### config.mk
export PLATFORM = sky130hd
export DESIGN_NAME = ysyx_22050612_mem_arbiter
export DESIGN_NICKNAME = d
export VERILOG_FILES = /design/src/rtl/ysyx_22050612_mem_arbiter.sv
export SDC_FILE = /design/constraint.sdc
export NUM_CORES = 1
export LEC_CHECK = 0
export CORE_AREA = 8 8 203 205
export DETAILED_ROUTE_END_ITERATION = 16
export DIE_AREA = 0 0 211 213
export PLACE_DENSITY_LB_ADDON = 0.25
export SKIP_CTS_REPAIR_TIMING = 1
export SKIP_LAST_GASP = 1
export SYNTH_ARGS = -nofsm -noshare
export SYNTH_HDL_FRONTEND = slang
export SYNTH_SLANG_ARGS = --single-unit
export TNS_END_PERCENT = 20
### constraint.sdc
create_clock -name clk -period 2.15 [get_ports clk]
set_clock_uncertainty 0.1 [all_clocks]
set_input_delay 0.43 -clock clk [delete_from_list [all_inputs] [get_ports clk]]
set_output_delay 0.43 -clock clk [all_outputs]
set_load 0.02 [all_outputs]
### src/rtl/ysyx_22050612_mem_arbiter.sv
// Two-master memory-port arbiter for the NPC core.
// The IFU (read-only) and the LSU (read/write) share one memory port. Only one
// transaction is in flight at a time, and ties are broken round-robin.
// A watchdog turns a memory response that never arrives into an error response.
module ysyx_22050612_mem_arbiter #(
  parameter int AW      = 64,
  parameter int DW      = 64,
  parameter int TIMEOUT = 255
) (
  input  logic            clk,
  input  logic            rst_n,
  // fetch side
  input  logic            if_req_valid,
  output logic            if_req_ready,
  input  logic [AW-1:0]   if_addr,
  output logic            if_resp_valid,
  output logic [DW-1:0]   if_rdata,
  output logic            if_resp_err,
  // load/store side
  input  logic            ls_req_valid,
  output logic            ls_req_ready,
  input  logic [AW-1:0]   ls_addr,
  input  logic            ls_wen,
  input  logic [DW-1:0]   ls_wdata,
  input  logic [DW/8-1:0] ls_wmask,
  output logic            ls_resp_valid,
  output logic [DW-1:0]   ls_rdata,
  output logic            ls_resp_err,
  // memory side
  output logic            m_req_valid,
  input  logic            m_req_ready,
  output logic [AW-1:0]   m_addr,
  output logic            m_wen,
  output logic [DW-1:0]   m_wdata,
  output logic [DW/8-1:0] m_wmask,
  input  logic            m_resp_valid,
  input  logic [DW-1:0]   m_rdata
);

  typedef enum logic [1:0] {S_IDLE, S_ISSUE, S_WAIT, S_RESP} state_t;

  // Watchdog terminal count. A 16-bit counter covers the full TIMEOUT range.
  localparam logic [15:0] WDOG_LAST = 16'(TIMEOUT - 1);

  state_t            state, state_nxt;
  logic              last_ls;   // 1: the LSU won the most recent grant
  logic              owner_ls;  // 1: the transaction in flight belongs to the LSU
  logic [AW-1:0]     addr_q;
  logic              wen_q;
  logic [DW-1:0]     wdata_q;
  logic [DW/8-1:0]   wmask_q;
  logic [DW-1:0]     rdata_q;
  logic              err_q;
  logic [15:0]       wdog;

  logic              grant_if, grant_ls;
  logic              accept;
  logic              wdog_hit;

  // Grant decode. A lone requester wins. On a tie, the master that lost
  // last time wins.
  always_comb begin
    grant_if = 1'b0;
    grant_ls = 1'b0;
    if (state == S_IDLE) begin
      if (if_req_valid && ls_req_valid) begin
        grant_if = last_ls;
        grant_ls = !last_ls;
      end else begin
        grant_if = if_req_valid;
        grant_ls = ls_req_valid;
      end
    end
  end

  // Ready is held low during reset, so nothing can handshake while reset is asserted.
  assign if_req_ready = rst_n & grant_if;
  assign ls_req_ready = rst_n & grant_ls;
  assign accept       = if_req_ready | ls_req_ready;
  assign wdog_hit     = (wdog == WDOG_LAST);

  // State register.
  always_ff @(posedge clk) begin
    if (!rst_n) state <= S_IDLE;
    else        state <= state_nxt;
  end

  // Next-state logic and state-decoded outputs.
  always_comb begin
    state_nxt     = state;
    m_req_valid   = 1'b0;
    if_resp_valid = 1'b0;
    ls_resp_valid = 1'b0;
    if_resp_err   = 1'b0;
    ls_resp_err   = 1'b0;
    if_rdata      = '0;
    ls_rdata      = '0;
    case (state)
      S_IDLE:  if (accept) state_nxt = S_ISSUE;
      S_ISSUE: begin
        m_req_valid = 1'b1;
        if (m_req_ready) state_nxt = S_WAIT;
      end
      // A response arriving in the same cycle as the timeout takes priority.
      S_WAIT:  if (m_resp_valid || wdog_hit) state_nxt = S_RESP;
      S_RESP: begin
        state_nxt = S_IDLE;
        if (owner_ls) begin
          ls_resp_valid = 1'b1;
          ls_resp_err   = err_q;
          ls_rdata      = rdata_q;
        end else begin
          if_resp_valid = 1'b1;
          if_resp_err   = err_q;
          if_rdata      = rdata_q;
        end
      end
      default: state_nxt = S_IDLE;
    endcase
  end

  // Latch the request fields and round-robin history at the handshake.
  // A fetch always goes to memory as a read with an empty mask.
  always_ff @(posedge clk) begin
    if (!rst_n) begin
      addr_q   <= '0;
      wen_q    <= 1'b0;
      wdata_q  <= '0;
      wmask_q  <= '0;
      owner_ls <= 1'b0;
      last_ls  <= 1'b1;
    end else if (accept) begin
      owner_ls <= grant_ls;
      last_ls  <= grant_ls;
      if (grant_ls) begin
        addr_q  <= ls_addr;
        wen_q   <= ls_wen;
        wdata_q <= ls_wdata;
        wmask_q <= ls_wmask;
      end else begin
        addr_q  <= if_addr;
        wen_q   <= 1'b0;
        wdata_q <= '0;
        wmask_q <= '0;
      end
    end
  end

  assign m_addr  = addr_q;
  assign m_wen   = wen_q;
  assign m_wdata = wdata_q;
  assign m_wmask = wmask_q;

  // Watchdog. It is cleared when memory accepts the request and counts only
  // while waiting for the response.
  always_ff @(posedge clk) begin
    if (!rst_n)                               wdog <= '0;
    else if (state == S_ISSUE && m_req_ready) wdog <= '0;
    else if (state == S_WAIT)                 wdog <= wdog + 16'd1;
  end

  // Response capture. A store returns zero data, and a timeout returns zero
  // data with the error flag set.
  always_ff @(posedge clk) begin
    if (!rst_n) begin
      rdata_q <= '0;
      err_q   <= 1'b0;
    end else if (state == S_WAIT) begin
      if (m_resp_valid) begin
        rdata_q <= wen_q ? '0 : m_rdata;
        err_q   <= 1'b0;
      end else if (wdog_hit) begin
        rdata_q <= '0;
        err_q   <= 1'b1;
      end
    end
  end

endmodule

==> impl_results.md, run 1 <==
* Post-synth top flop: sky130_fd_sc_hd__dfxtp_1
* Area share of xor/xnor cells in the synthesized design at less than 1%
* Worst Hold Depth at 3
* Worst Setup End Kind: primary output
* Count of maximum capacitance violations at 0
* Number of global-route vias before repair at around 9700
* Count of pins on the block boundary at around 540
* Final core utilization at between 40% and 50%
* Routability Congestion at approximately 0.83
* Detailed Routing Iterations Pass 1 at 5
* Compound-gate portion of the synthesized area at 13.3%
* Setup repair after global routing missed its margin: yes
* Global-route congestion overflow total at 0
* FF-to-FF path depth at 9
* Failing checks: setup timing
* Most repeated cell in the gate-level netlist after synthesis: sky130_fd_sc_hd__dfxtp_1
* Initial cell density of the core at ~25%
* Post-synth top cells: sky130_fd_sc_hd__dfxtp_1 (222), sky130_fd_sc_hd__nand2_1 (144), sky130_fd_sc_hd__mux2i_1 (131)
* Pin count of the biggest net entering global routing at 67
* Detailed-route vias per instance at 4.59
* Arithmetic-cell share of the synthesized area counting full adders, half adders and majority gates at less than 1%
* Count of final max-slew check failures at 0
* Area of the die at about 0.045 sq mm
* Combinational family with the most area after synthesis: simple AND/OR/NAND/NOR gates
* Area leader, netlist: sky130_fd_sc_hd__dfxtp_1
* Number of DRC markers after the initial detailed-route iteration at between 400 and 500
* Final WL at between 40000 and 50000 um
* Clock period minus final worst setup slack at around 2.4 ns
* Final TNS setup at -19.98 ns
* Horiz. Die Dim at around 210 um
* Core area at around 0.038 sq mm
* Setup-failing EPs final at between 100 and 150
* Run status: finished with violations
* Worst min-delay path endpoint: last_ls$_SDFFE_PN1P_
* Tcrit/Tclk final at 111%
* End of the worst register-to-register path: m_addr[47]$_SDFFE_PN0P_
* Fraction of synthesized cell area taken by the top area cell type at a little under half
* Crit path launch type: flip-flop
* Final number of hold-violating endpoints at 0
* CP Launch Point: state[0]$_SDFFE_PN0P_
* Maximum clock insertion buffer count at 3
* Top achievable clock speed at around 420 MHz
* Synth-to-layout area growth at 77.7%
* Post-route design area at ~0.017 sq mm
* R2R setup slack at roughly 0.07 ns
* DR WL/cell at about 21 um
* Biggest fanout along the worst timing path at 4
* Clock insertion delay at the later pin of the skew report at 0.53 ns
* Max-Slew Margin vs Limit at 65.5%
* Async S/R FF share, synth at 0%
* Mux share of post-synthesis cell area at 13.6%
* Share of the yosys chip area belonging to registers at about 46%
* Clock-pin slew on the worst setup and hold paths at 0.05 ns
* CTS buffer count at 27
* Synthesis warning total at 0
* Root Buffer: sky130_fd_sc_hd__clkbuf_16
* Total leakage power at around 8 nW
* Post-Synthesis Mean Instance Area at roughly 9.6 sq um
* Clk sink count at 222
* Arrival time of data at the critical path endpoint at roughly 1.9 ns
* DR vias at between 9000 and 10000
* Number of H-tree branching levels at 1
* Antenna violations before repair at 3
* Ratio of cells with drive above 1 in the final layout at between 15 and 20%
* Dpl cell area at around 0.016 sq mm
* TritonCTS clock tree: yes
* Count of distinct cell types in the synthesized netlist at between 40 and 50
* Type of the worst setup path: reg2out
* Critical register-to-register path startpoint: state[0]$_SDFFE_PN0P_
* Worst min-delay path startpoint: rst_n
* Biggest area contributors in the synthesized netlist: sky130_fd_sc_hd__dfxtp_1 (46%), sky130_fd_sc_hd__mux2i_1 (14%), sky130_fd_sc_hd__a22o_1 (6.7%)
* Remaining number of nets flagged by the antenna check after routing at 0
* Net total in the final layout at ~1800
* Sum of net half-perimeters after detailed placement at between 30000 and 40000 um
* Remaining DRCs at 0
* Synthesized-area fraction occupied by and/or/nand/nor cells at around 20%
* DIE HEIGHT at roughly 210 um
* Port Buffers at between 500 and 600
* Post-synth EDFFs at 0
* Placement Rows at 72
* Post-synth net total at ~1300
* Wire length of the first global-routing pass at 61700 um
* Peak supply drop at approximately 0.54 mV
* Worst setup margin at -0.233 ns
* Worst Path Required at between 1.5 and 2 ns
* Worst hold slack at 0.317 ns
* Post-Syn Instances at 1005
* GRT Util Overall at between 15 and 20%
* Register bit count reported by yosys at 222
* Slew at the pin closest to its max-slew limit at 0.517 ns
* Power density cells at ~930 mW/mm^2
* Cell area after synthesis at between 0.009 and 0.01 sq mm
* Worst min-delay path category: in2reg
[kinds of logic (layout without fill, tap and decap cells)]
| family | Yosys count | in the layout |
|---|---|---|
| multiplexers | 131 | 131 |
| buffers and inverters | 97 | 671 |
| AND/OR/NAND/NOR | 382 | 382 |
| XOR/XNOR | 8 | 8 |
| AO/OA/AOI/OAI | 158 | 158 |
| flip-flops | 222 | 222 |
| other | 0 | 3 |
| adder cells (fa/ha/maj) | 7 | 7 |
[layout make-up]
| cell class | count | area (sq um) |
|---|---|---|
| antenna | 3 | 7.51 |
| clock buffer | 41 | 798 |
| clock inverter | 9 | 131 |
| fill | 3664 | 21000 |
| inverter | 8 | 35.0 |
| multi-input combinational | 686 | 4810 |
| sequential | 222 | 4450 |
| tap | 518 | 648 |
| timing repair buffer | 613 | 6210 |
[where the power goes]
part / switching, mW / internal [mW]
Clock: 1.82 / 2.92
Combinational: 2.93 / 2.94
Sequential: 0.422 / 4.81
Total: 5.17 / 10.7
[through the flow]
stage / setup slack (ns) / total power [mW] / instances
global placement: -0.230 / 10.9 / 2026
floorplan: 0.150 / 8.23 / 1005
finish: -0.233 / 15.8 / 2100
global route: -0.333 / 16.6 / 2098
detailed placement: -0.197 / 10.9 / 2026
CTS: -0.773 / 15.8 / 2076
[per-layer routing]
metal  wire length [um]  part of all wire (%)  up-vias  track usage [%]
li1                   -                     -     4642                -
met1              17400                    39     4526             20.6
met2              21700                    49      411             30.0
met3               4570                    10       68             6.77
met4                972                   2.2        0             4.56
met5                  0                     0        -                0
[worst max path at each step]
| stage | to | slack, ns | cells after the start |
|---|---|---|---|
| final | ls_req_ready | -0.23 | 8 |
| after global routing | if_rdata[20] | -0.33 | 6 |
| after CTS | ls_rdata[54] | -0.77 | 4 |
| after detailed placement | if_req_ready | -0.20 | 4 |
| after global placement | if_req_ready | -0.23 | 4 |
| after floorplan | ls_req_ready | 0.15 | 7 |
[placed cells by master, fill, tap and decap left out, types with 7 or more instances in the layout]
cell and instances:
sky130_fd_sc_hd__clkbuf_2 36, sky130_fd_sc_hd__dfxtp_1 219, sky130_fd_sc_hd__mux2i_1 131, sky130_fd_sc_hd__nor2_1 75
sky130_fd_sc_hd__a211oi_1 66, sky130_fd_sc_hd__clkdlybuf4s50_1 406, sky130_fd_sc_hd__and3_1 43, sky130_fd_sc_hd__dlymetal6s2s_1 42
sky130_fd_sc_hd__a22o_1 74, sky130_fd_sc_hd__nand2_1 143, sky130_fd_sc_hd__clkbuf_1 7, sky130_fd_sc_hd__clkbuf_16 33
sky130_fd_sc_hd__buf_4 67, sky130_fd_sc_hd__and2_1 66, sky130_fd_sc_hd__clkbuf_8 7, sky130_fd_sc_hd__and3_4 23
sky130_fd_sc_hd__buf_6 33, sky130_fd_sc_hd__buf_12 18
[registers in the layout (all words and copies together), names as in the netlist]
signal	flops
err_q	1
last_ls	1
m_addr	64
m_wdata	64
m_wen	1
m_wmask	8
owner_ls	1
rdata_q	64
state	2
wdog	16
[worst max-delay path: stages (launching register included)]
cell and delay (ns):
sky130_fd_sc_hd__dfxtp_4 0.35, sky130_fd_sc_hd__buf_6 0.12, sky130_fd_sc_hd__inv_4 0.05, sky130_fd_sc_hd__buf_6 0.09, sky130_fd_sc_hd__ha_4 0.12, sky130_fd_sc_hd__nand2_2 0.04, sky130_fd_sc_hd__or2_4 0.26, sky130_fd_sc_hd__nor2_4 0.15
sky130_fd_sc_hd__buf_6 0.14
(Power assumes the default switching activity.)
==> inputs of run 2 (changes only) <==
SKIP_LAST_GASP = not set   (was 1)
==> run 2 against run 1 <==
  * The run still ends with setup timing left
  * Largest power group unchanged
  * Count of clock-buffer cells in the layout did not move
  * Critical path type unchanged
  * Highest routed layer unchanged
  * Cell area rose by 1.3%
  * Fmax barely moved
  * Clock power barely moved
==> impl_results.md, run 2 (same netlist as run 1, synthesis figures left out) <==
* Critical register-to-register path startpoint: state[0]$_SDFFE_PN0P_ (unchanged)
* Most common library cell in the layout ignoring fill and taps: sky130_fd_sc_hd__clkdlybuf4s50_1 (unchanged)
* Horiz. Die Dim at 211 um (unchanged)
* Max-Slew Margin vs Limit at 65.3% (was 65.5%)
* Number of global-route vias before repair at 9695 (unchanged)
* Power density cells at 916 mW/mm^2 (was 927 mW/mm^2)
* Final standard cell count with taps included and fillers excluded at 2100 (unchanged)
* DIE HEIGHT at 213 um (unchanged)
* Failing checks: setup timing (unchanged)
* CP Launch Point: state[0]$_SDFFE_PN0P_ (unchanged)
* Biggest fanout along the worst timing path at 4 (unchanged)
* Detailed-route vias per instance at 4.60 (was 4.59)
* Placement Rows at 72 (unchanged)
* Met2 wire len at 22000 um (was 21700 um)
* Arrival time of data at the critical path endpoint at 1.85 ns (about the same)
* Power consumption at 15.9 mW (was 15.8 mW)
* Top achievable clock speed at 420 MHz (about the same)
* Worst Path Required at 1.62 ns (about the same)
* Register Area at 0.00445 sq mm (unchanged)
* Count of final max-slew check failures at 0 (unchanged)
* TritonCTS clock tree: yes (unchanged)
* Maximum clock insertion buffer count at 3 (unchanged)
* Net total in the final layout at 1836 (unchanged)
* Count of pins on the block boundary at 543 (unchanged)
* Sum of net half-perimeters after detailed placement at 32600 um (unchanged)
* Worst min-delay path category: in2reg (unchanged)
* Crit path launch type: flip-flop (unchanged)
* Number of DRC markers after the initial detailed-route iteration at 449 (was 460)
* Clk sink count at 222 (unchanged)
* Clock period minus final worst setup slack at 2.38 ns (about the same)
* Area of the die at 0.0449 sq mm (unchanged)
* Worst Setup End Kind: primary output (unchanged)
* Max Used Layer: met4 (unchanged)
* Root Buffer: sky130_fd_sc_hd__clkbuf_16 (unchanged)
* Filler cell count at 3636 (was 3664)
* Remaining number of nets flagged by the antenna check after routing at 0 (unchanged)
* FF-to-FF path depth at 9 (unchanged)
* Remaining DRCs at 0 (unchanged)
* Total leakage power at 8.01 nW (was 7.97 nW)
* Type of the worst setup path: reg2out (unchanged)
* Ratio of cells with drive above 1 in the final layout at 17.5% (was 16.2%)
* Most frequent cells in the layout: sky130_fd_sc_hd__clkdlybuf4s50_1 (406), sky130_fd_sc_hd__dfxtp_1 (219), sky130_fd_sc_hd__nand2_1 (143) (unchanged)
* Core area at 0.0381 sq mm (unchanged)
* GRT Util Overall at 17.7% (unchanged)
* Synth-to-layout area growth at 80.0% (was 77.7%)
* Global-route congestion overflow total at 0 (unchanged)
* Detailed Routing Iterations Pass 1 at 4 (was 5)
* Peak supply drop at 0.536 mV (was 0.537 mV)
* Detailed-routed wire length on met3 at 4580 um (was 4570 um)
* Port Buffers at 542 (unchanged)
* Routed length on met1 at 17300 um (was 17400 um)
* Tcrit/Tclk final at 111% (about the same)
* Run status: finished with violations (unchanged)
* Pin count of the biggest net entering global routing at 67 (unchanged)
* Number of H-tree branching levels at 1 (unchanged)
* Final number of hold-violating endpoints at 0 (unchanged)
* Slew at the pin closest to its max-slew limit at 0.521 ns (was 0.517 ns)
* Setup repair after global routing missed its margin: yes (unchanged)
* Setup-failing EPs final at 134 (was 136)
* Routability Congestion at 0.827 (unchanged)
* DR vias at 9667 (was 9647)
* Clock-pin slew on the worst setup and hold paths at 0.05 ns (about the same)
* End of the worst register-to-register path: state[1]$_SDFFE_PN0P_ (was m_addr[47]$_SDFFE_PN0P_)
* Antenna violations before repair at 3 (unchanged)
* DR WL/cell at 21.3 um (about the same)
* Worst setup margin at -0.231 ns (was -0.233 ns)
* Initial cell density of the core at 25.2% (unchanged)
* Count of maximum capacitance violations at 0 (unchanged)
* Cell count after placement at 2026 (unchanged)
* Area of the multi-input gates at 0.00486 sq mm (was 0.00481 sq mm)
* CTS buffer count at 27 (unchanged)
* Crit path capture: ls_req_ready (unchanged)
* Clock insertion delay at the later pin of the skew report at 0.53 ns (about the same)
* Final WL at 44800 um (was 44700 um)
* R2R setup slack at 0.07 ns (about the same)
* Wire length of the first global-routing pass at 61700 um (unchanged)
* Final core utilization at 45.4% (was 44.9%)
run 2: cell count changes in the layout (fill, tap and decap cells not counted):
cell | previous run | this run
sky130_fd_sc_hd__clkbuf_2 | 36 | 17
sky130_fd_sc_hd__buf_6 | 33 | 62
sky130_fd_sc_hd__buf_4 | 67 | 56
sky130_fd_sc_hd__and2_4 | 1 | 20
sky130_fd_sc_hd__dlymetal6s2s_1 | 42 | 41
sky130_fd_sc_hd__buf_12 | 18 | 19
sky130_fd_sc_hd__and3_4 | 23 | 24
sky130_fd_sc_hd__and2_1 | 66 | 47
sky130_fd_sc_hd__buf_8 | 3 | 4
sky130_fd_sc_hd__and3_1 | 43 | 42
run 2: cell type report:
class / instances / share of cell area (%)
antenna: 3 / 0.0434
clock buffer: 41 / 4.61
clock inverter: 9 / 0.759
inverter: 8 / 0.202
multi-input combinational: 686 / 28.1
sequential: 222 / 25.7
tap: 518 / 3.74
timing repair buffer: 613 / 36.8
run 2: worst max-delay path, cell delays in order, from the launching register on:
cell                      delay [ns]
sky130_fd_sc_hd__dfxtp_4        0.35
sky130_fd_sc_hd__buf_6          0.12
sky130_fd_sc_hd__inv_4          0.05
sky130_fd_sc_hd__buf_6          0.09
sky130_fd_sc_hd__ha_4           0.12
sky130_fd_sc_hd__nand2_2        0.04
sky130_fd_sc_hd__or2_4          0.26
sky130_fd_sc_hd__nor2_4         0.14
sky130_fd_sc_hd__buf_6          0.14
run 2: how the worst min path moves through the flow:
stage | start | to | slack, ns | cells after the start
floorplan | rdata_q[63]$_SDFFE_PN0P_ | rdata_q[63]$_SDFFE_PN0P_ | 0.34 | 2
global placement | rdata_q[10]$_SDFFE_PN0P_ | rdata_q[10]$_SDFFE_PN0P_ | 0.35 | 2
detailed placement | m_wdata[11]$_SDFFE_PN0P_ | m_wdata[11]$_SDFFE_PN0P_ | 0.35 | 1
CTS | rst_n | last_ls$_SDFFE_PN1P_ | 0.27 | 3
global route | rst_n | last_ls$_SDFFE_PN1P_ | 0.31 | 3
finish | rst_n | last_ls$_SDFFE_PN1P_ | 0.31 | 3
run 2: per-stage QoR:
step                hold WS [ns]  setup TNS [ns]  cell area [sq um]  worst slack [ns]
floorplan                  0.342               0               9620             0.150
global placement           0.350          -25.71              15700            -0.230
detailed placement         0.353          -26.97              15700            -0.197
CTS                        0.271          -89.34              16700            -0.773
global route               0.313          -28.90              17300            -0.329
finish                     0.315          -18.44              17300            -0.231
run 2: per-layer routing:
layer | GRT usage [%] | up-vias
met4 | 4.56 | 0
li1 | - | 4647
met2 | 30.0 | 415
met1 | 20.6 | 4551
met5 | 0 | -
met3 | 6.77 | 54
run 2: power by group:
| part | leakage, nW | switching, mW | internal [mW] | total, mW |
|---|---|---|---|---|
| clock | 0.459 | 1.82 | 2.92 | 4.74 |
| sequential | 1.81 | 0.422 | 4.81 | 5.24 |
| combinational | 5.74 | 2.94 | 2.95 | 5.88 |
| total | 8.01 | 5.17 | 10.7 | 15.9 |
